**src/rtl/fixed_point_pkg.sv**
```systemverilog
// Shared Q-format constants for the ray-marcher fixed-point datapath (Q8.24).
package fixed_point_pkg;

  localparam int Q_WIDTH     = 32;
  localparam int Q_FRAC_BITS = 24;

  localparam logic [Q_WIDTH-1:0] FP_ONE  = 32'h0100_0000;
  localparam logic [Q_WIDTH-1:0] FP_HALF = 32'h0080_0000;
  localparam logic [Q_WIDTH-1:0] FP_TWO  = 32'h0200_0000;

endpackage

```
**src/rtl/sqrt_iter_step.sv**
```systemverilog
// One restoring digit-by-digit square-root iteration: consumes two radicand
// bits and yields the next root bit plus the updated partial remainder.
module sqrt_iter_step #(
  parameter int ITERS = 28
) (
  input  logic [ITERS+1:0] i_rem,
  input  logic [ITERS-1:0] i_root,
  input  logic [1:0]       i_bits,
  output logic [ITERS+1:0] o_rem,
  output logic [ITERS-1:0] o_root
);

  logic [ITERS+1:0] w_shift;
  logic [ITERS+1:0] w_trial;
  logic             w_ge;
  logic             w_unused;

  // A remainder fed back into a step is always below 2^ITERS, so its two top
  // bits are zero and dropping them in the shift loses nothing.
  assign w_unused = ^i_rem[ITERS+1:ITERS];

  assign w_shift = {i_rem[ITERS-1:0], i_bits};
  assign w_trial = {i_root, 2'b01};
  assign w_ge    = (w_shift >= w_trial);
  assign o_rem   = w_ge ? (w_shift - w_trial) : w_shift;
  assign o_root  = {i_root[ITERS-2:0], w_ge};

endmodule

```
**src/rtl/fixed_sqrt_iter.sv**
```systemverilog
// Iterative unsigned fixed-point square root, one result bit per clock.
// sqrt_out = floor(sqrt(x_in * 2^FRAC_BITS)) in the same Q format as x_in.
module fixed_sqrt_iter
  import fixed_point_pkg::*;
#(
  parameter int WIDTH     = Q_WIDTH,
  parameter int FRAC_BITS = Q_FRAC_BITS
) (
  input  logic             clk,
  input  logic             rst,
  input  logic [WIDTH-1:0] x_in,
  input  logic             in_valid,
  output logic             in_ready,
  output logic [WIDTH-1:0] sqrt_out,
  output logic             out_exact,
  output logic             out_valid,
  input  logic             out_ready,
  output logic [1:0]       dbg_state
);

  localparam int RW    = WIDTH + FRAC_BITS;
  localparam int ITERS = RW / 2;
  localparam int CW    = $clog2(ITERS + 1);

  typedef enum logic [1:0] {
    S_IDLE = 2'd0,
    S_CALC = 2'd1,
    S_DONE = 2'd2
  } state_t;

  // Handshakes: a transfer happens on the rising edge where valid && ready.
  // in_ready is high only in IDLE; out_valid is held, with stable data,
  // until out_ready is seen high.
  state_t           r_state;
  logic [RW-1:0]    r_rad;
  logic [ITERS+1:0] r_rem;
  logic [ITERS-1:0] r_root;
  logic [CW-1:0]    r_cnt;
  logic [WIDTH-1:0] r_sqrt;
  logic             r_exact;
  logic             r_valid;

  logic [ITERS+1:0] w_rem_nxt;
  logic [ITERS-1:0] w_root_nxt;

  sqrt_iter_step #(.ITERS(ITERS)) u_step (
    .i_rem  (r_rem),
    .i_root (r_root),
    .i_bits (r_rad[RW-1 -: 2]),
    .o_rem  (w_rem_nxt),
    .o_root (w_root_nxt)
  );

  always_ff @(posedge clk or posedge rst) begin
    if (rst) begin
      r_state <= S_IDLE;
      r_rad   <= '0;
      r_rem   <= '0;
      r_root  <= '0;
      r_cnt   <= '0;
      r_sqrt  <= '0;
      r_exact <= 1'b0;
      r_valid <= 1'b0;
    end else begin
      case (r_state)
        S_IDLE: begin
          if (in_valid) begin
            r_rad   <= {x_in, {FRAC_BITS{1'b0}}};
            r_rem   <= '0;
            r_root  <= '0;
            r_cnt   <= '0;
            r_state <= S_CALC;
          end
        end
        S_CALC: begin
          r_rad  <= {r_rad[RW-3:0], 2'b00};
          r_rem  <= w_rem_nxt;
          r_root <= w_root_nxt;
          r_cnt  <= r_cnt + 1'b1;
          // The result is published on the same edge as the last iteration.
          if (r_cnt == CW'(ITERS - 1)) begin
            r_sqrt  <= WIDTH'(w_root_nxt);
            r_exact <= (w_rem_nxt == '0);
            r_valid <= 1'b1;
            r_state <= S_DONE;
          end
        end
        S_DONE: begin
          if (out_ready) begin
            r_valid <= 1'b0;
            r_state <= S_IDLE;
          end
        end
        default: r_state <= S_IDLE;
      endcase
    end
  end

  assign in_ready  = (r_state == S_IDLE);
  assign sqrt_out  = r_sqrt;
  assign out_exact = r_exact;
  assign out_valid = r_valid;
  assign dbg_state = r_state;

endmodule

```
**config.mk**
```make
export PLATFORM = sky130hd
export DESIGN_NAME = fixed_sqrt_iter
export DESIGN_NICKNAME = d
export VERILOG_FILES = /design/src/rtl/fixed_point_pkg.sv /design/src/rtl/sqrt_iter_step.sv /design/src/rtl/fixed_sqrt_iter.sv
export SDC_FILE = /design/constraint.sdc
export NUM_CORES = 1
export LEC_CHECK = 0
export CAP_MARGIN = 20
export CORE_MARGIN = 10
export CORE_UTILIZATION = 25
export DETAILED_ROUTE_END_ITERATION = 10
export PLACE_DENSITY_LB_ADDON = 0.3
export SLEW_MARGIN = 10
export SYNTH_ARGS = -nofsm -noshare
export SYNTH_HDL_FRONTEND = slang
export SYNTH_SLANG_ARGS = --single-unit
export TNS_END_PERCENT = 30
```
**constraint.sdc**
```tcl
create_clock -name clk -period 8.2 [get_ports clk]
set_clock_uncertainty 0.1 [all_clocks]
set_input_delay 2.46 -clock clk [delete_from_list [all_inputs] [get_ports clk]]
set_output_delay 2.46 -clock clk [all_outputs]
set_load 0.05 [all_outputs]
```
; ---- Word-level counts from Yosys, hierarchy flattened
; Cells that the tools add are included.
; W data, S select, Z words.
[totals]
mem_bits_rw = 0
n_memories = 0
latch_bits = 0
ff_bits = 149
mem_bits_ro = 0
[classes]
n_reduce_logical = 8
mux = 16
addsub = 2
n_div = 0
shift = 0
n_bitwise = 0
mul = 0
n_lt_le_gt_ge = 1
n_eq_ne = 6
[op_table]
columns = operator, n
row1 = $pmux W28 S2, 2
row2 = $pmux W56 S2, 1
row3 = $mux W28, 2
row4 = $mux W56, 1
row5 = $ge A30 B30 Y1, 1
row6 = $logic_not A30 Y1, 1
row7 = $mux W30, 1
row8 = $sub A30 B30 Y30, 1
row9 = $pmux W5 S2, 1
row10 = $mux W2, 3
row11 = $ne A2 B2 Y1 const B, 3
row12 = $pmux W2 S3, 1
row13 = $reduce_and A3 Y1, 2
row14 = $add A5 B1 Y5 const B, 1
row15 = $eq A5 B5 Y1 const B, 1
row16 = $mux W5, 1
row17 = $reduce_and A2 Y1, 2
row18 = $reduce_bool A2 Y1, 2
row19 = $eq A2 B1 Y1 const B, 1
row20 = $eq A2 B2 Y1 const B, 1
row21 = $logic_not A2 Y1, 1
row22 = $mux W1, 2
row23 = $pmux W1 S2, 1

; ---- Longest topological paths before layout
[depth]
depth_word = 3
ltp_mapped = 13
mapped_depth_nobuf = 11

; ---- Cells and area by module
; A second synthesis with hierarchy kept.
[unflattened]
hier_cells = 741
hier_area_um2 = 7458.4
[modules_own_cells]
columns = module, n_inst, seq_area_each_um2, area_per_inst_um2, cells_each
row1 = fixed_sqrt_iter, 1, 3178.0, 5347.6, 417
row2 = sqrt_iter_step, 1, 0.0, 2110.8, 324

; ---- Least setup slack after synthesis
; No wires, ideal clock.
[synth_timing]
path_kind = register -> output
from = register r_state[0] (netlist: dbg_state[0])
to = output in_ready
arrival_time_ns = 1.714
setup_slack_ns = 3.926
stages_incl_launch_ff = 4
path_cell_list = dfrtp_1 -> clkbuf_1 -> clkbuf_1 -> nor2_1
[synth_between]
elab_chain_len = 1
[synth_lines]
columns = element, line_no
row1 = start: declaration, fixed_sqrt_iter.sv:34  ; state_t r_state;
row2 = start signal: assignment, fixed_sqrt_iter.sv:56  ; r_state <= S_IDLE;
row3 = start signal: assignment, fixed_sqrt_iter.sv:72  ; r_state <= S_CALC;
row4 = start signal: assignment, fixed_sqrt_iter.sv:85  ; r_state <= S_DONE;
row5 = $logic_not A2 Y1, fixed_sqrt_iter.sv:99  ; assign in_ready = (r_state == S_IDLE);
row6 = end: declaration, fixed_sqrt_iter.sv:13  ; output logic in_ready,
; No other way between the ends.

; ---- Worst setup path after layout
[layout_timing]
from = register r_state[0] (netlist: dbg_state[0])
to = output dbg_state[0]
[layout_lines]
columns = element, line_no
row1 = end: declaration, fixed_sqrt_iter.sv:18  ; output logic [1:0] dbg_state
; No word-level cell between the ends.

==> metrics.txt <==
outcome complete, no violations; CP arrival 2060 ps; Avg Cell Area, Syn 8.757 µm²; unrepaired setup endpoints after global routing false; Max Cap Viol 0; final non-filler cell total 1266; Synth async-reset ratio 100.0%; Num CTS Buffers 17; Netlist cell types 62; Critical Path RT 5640 ps; Final min period 4616 ps; Die ar. 35980 µm²; post-synthesis sequential area ratio 43.46%; final net count 937; setup TNS 0 ps; core area 28550 µm²; share of cells above drive strength 1 5.556%; Die Height 189.7 µm; Fin. Hold Viols 0; Worst Max-Slew Pin Slew 848.0 ps; Syn. warnings 0; Synth Flop Type dfrtp_1; Post-synth EDFFs 0; DR pass1 iterations 6; per-cell routed wire length 16.12 µm; Vias 6014; global-route wire length before repair 34150 µm; worst skew pair latency 420 ps; pre-CTS setup slack 3488 ps; Vias/cell 4.750; gpl congestion 0.8531; dominant cells by area after synthesis dfrtp_1 43%, o21ai_0 9.5%, nand2_1 6.5%; cts hold-fix bufs 0; drt total wl 20410 µm; 1st-iter DRT viols 384; n_diodes 0; Clock Root Buffer clkbuf_16; Die Wd 189.7 µm; post-cts resize count 0; setup ws final 3584 ps; drt drc 0; dominant cell type by area after synthesis dfrtp_1; Initial Utilization 25.21%; row count 62; Layout area overhead 22.49%; Worst-path clk slew 50 ps; CTS tree built; IO Count 73; Synth top area share 43.46%; CTS HTree Levels 4; GRT Overall Usage 11.60%; initial antenna violation count 0; CP Class flop to output pin; Synth Register Bits 125; Slew HR 43.31%; Startpoint Class flop; Gate Count Post-Synth 822; Mapped Area 7198 µm²; total grt overflow 0; Max Clock Freq 216.6 MHz; number of buffers added on ports 68; HPWL after detailed placement 14320 µm; Setup Viol. Count Final 0; postcts setup bufs 0; Clock Path Buffers 2; vias in the first global route 6245; fin. max-slew vios 0; maximum number of pins on one net before global-route repair 76; crit end category output pin; crit-path max FO 46; period utilization 56.30%; antenna-violating nets left 0; clock sinks 125; worst min path class flop to flop; placed cell count 1235
-- synth_stat cells (all sizes together), types with 3 or more instances --
cell type and n:
o31ai 3, a22oi 25, xnor2 14, nor2 27, a22o 6, ha 31
and3b 6, nand2 125, a31oi 4, nand4 13, clkbuf 44, or3 5
inv 34, and2 4, xor2 12, nand2b 3, o21bai 4, nand3 3
o211ai 5, a21o 10, buf 8, nor2b 32, nor4 7, o21a 4
a211oi 4, a21oi 62, o21ai 138, nand3b 4, nor3 7, or4 3
mux2i 22, dfrtp 125
-- cells in the final DEF, fill, tap and decap left out, types with 3 or more instances in the layout --
cell,Yosys,routed
o21a_1,4,4
o211ai_1,5,5
clkbuf_1,44,5
or3_1,5,5
a22o_1,6,6
nor3_1,7,7
a31oi_1,4,4
inv_1,34,33
and2_1,4,4
dfrtp_1,125,125
a22oi_1,25,25
nand2b_1,3,3
clkdlybuf4s50_1,0,68
a211oi_1,3,3
conb_1,1,4
nor2_1,27,27
o21ai_0,137,137
nor2b_1,31,30
nand2_1,125,124
mux2i_1,22,22
and3b_1,6,6
o31ai_1,3,3
nand3b_1,4,4
or4_1,3,3
ha_1,31,31
a21o_1,9,9
nand3_1,3,3
buf_4,4,10
xor2_1,12,12
nand4_1,13,13
clkbuf_16,0,17
nor4_1,7,7
a21oi_1,62,62
clkinv_2,0,5
xnor2_1,14,14
-- per-layer routing --
layer  track usage, %  vias up  wire [µm]
met2            18.08       91       9225
met5                0        -          0
met1            15.54     2901      10060
met4            3.053        0        216
met3            3.131       12        908
li1                 -     3010          -
-- state kept, by name, summed over array words and instances (netlist names) --
name       cells
r_rad         32
r_cnt          5
dbg_state      2
sqrt_out      28
out_exact      1
r_root        28
out_valid      1
r_rem         28
-- worst max-delay path, cell delays in order, from the launching register on --
cell and delay, ps:
dfrtp_1 320, buf_4 400, clkdlybuf4s50_1 900
-- per-stage QoR --
step | hold slack [ps] | util (%) | cell area, µm²
floorplan | 349.8 | - | 7209
CTS | 381.1 | 30.89 | 8817
detailed placement | 368.8 | 28.96 | 8267
global route | 401.9 | 30.89 | 8817
global placement | 361.9 | 28.96 | 8267
finish | 372.1 | 30.89 | 8817
-- worst paths after layout --
kind	start	endpoint	slack, ps	cells after the start
worst max-delay path	dbg_state[0]$_DFFE_PP0P_	dbg_state[0]	3580	2
worst min-delay path	sqrt_out[23]$_DFFE_PP0P_	sqrt_out[23]$_DFFE_PP0P_	370	2
worst max register to register	r_rem[0]$_DFFE_PP0P_	out_exact$_DFFE_PP0P_	4030	10
worst min register to register	sqrt_out[23]$_DFFE_PP0P_	sqrt_out[23]$_DFFE_PP0P_	370	2
max in group asynchronous	rst	r_rem[27]$_DFFE_PP0P_	4420	3
min in group asynchronous	rst	r_rad[30]$_DFFE_PP0P_	2450	2
-- cells by family after synthesis --
family / synth area share [%]
and+or+nand+nor: 16.65
DFF: 43.46
AOI/OAI and AO/OA: 23.21
muxes: 3.372
buffers and inverters: 4.711
adders and majority gates: 5.388
other: 0.05210
xor gates and xnor gates: 3.164
-- cell type report --
type,count,area (µm²)
Clock buffer,23,457.9
Fill cell,3044,19730
Clock inverter,8,92.59
Timing Repair Buffer,78,755.7
Multi-Input combinational cell,614,3770
Sequential cell,125,3128
Inverter,34,132.6
Tap cell,384,480.5
Power is not shown: default switching activity piles up to over one toggle a cycle in this logic, so the estimate is an artifact.
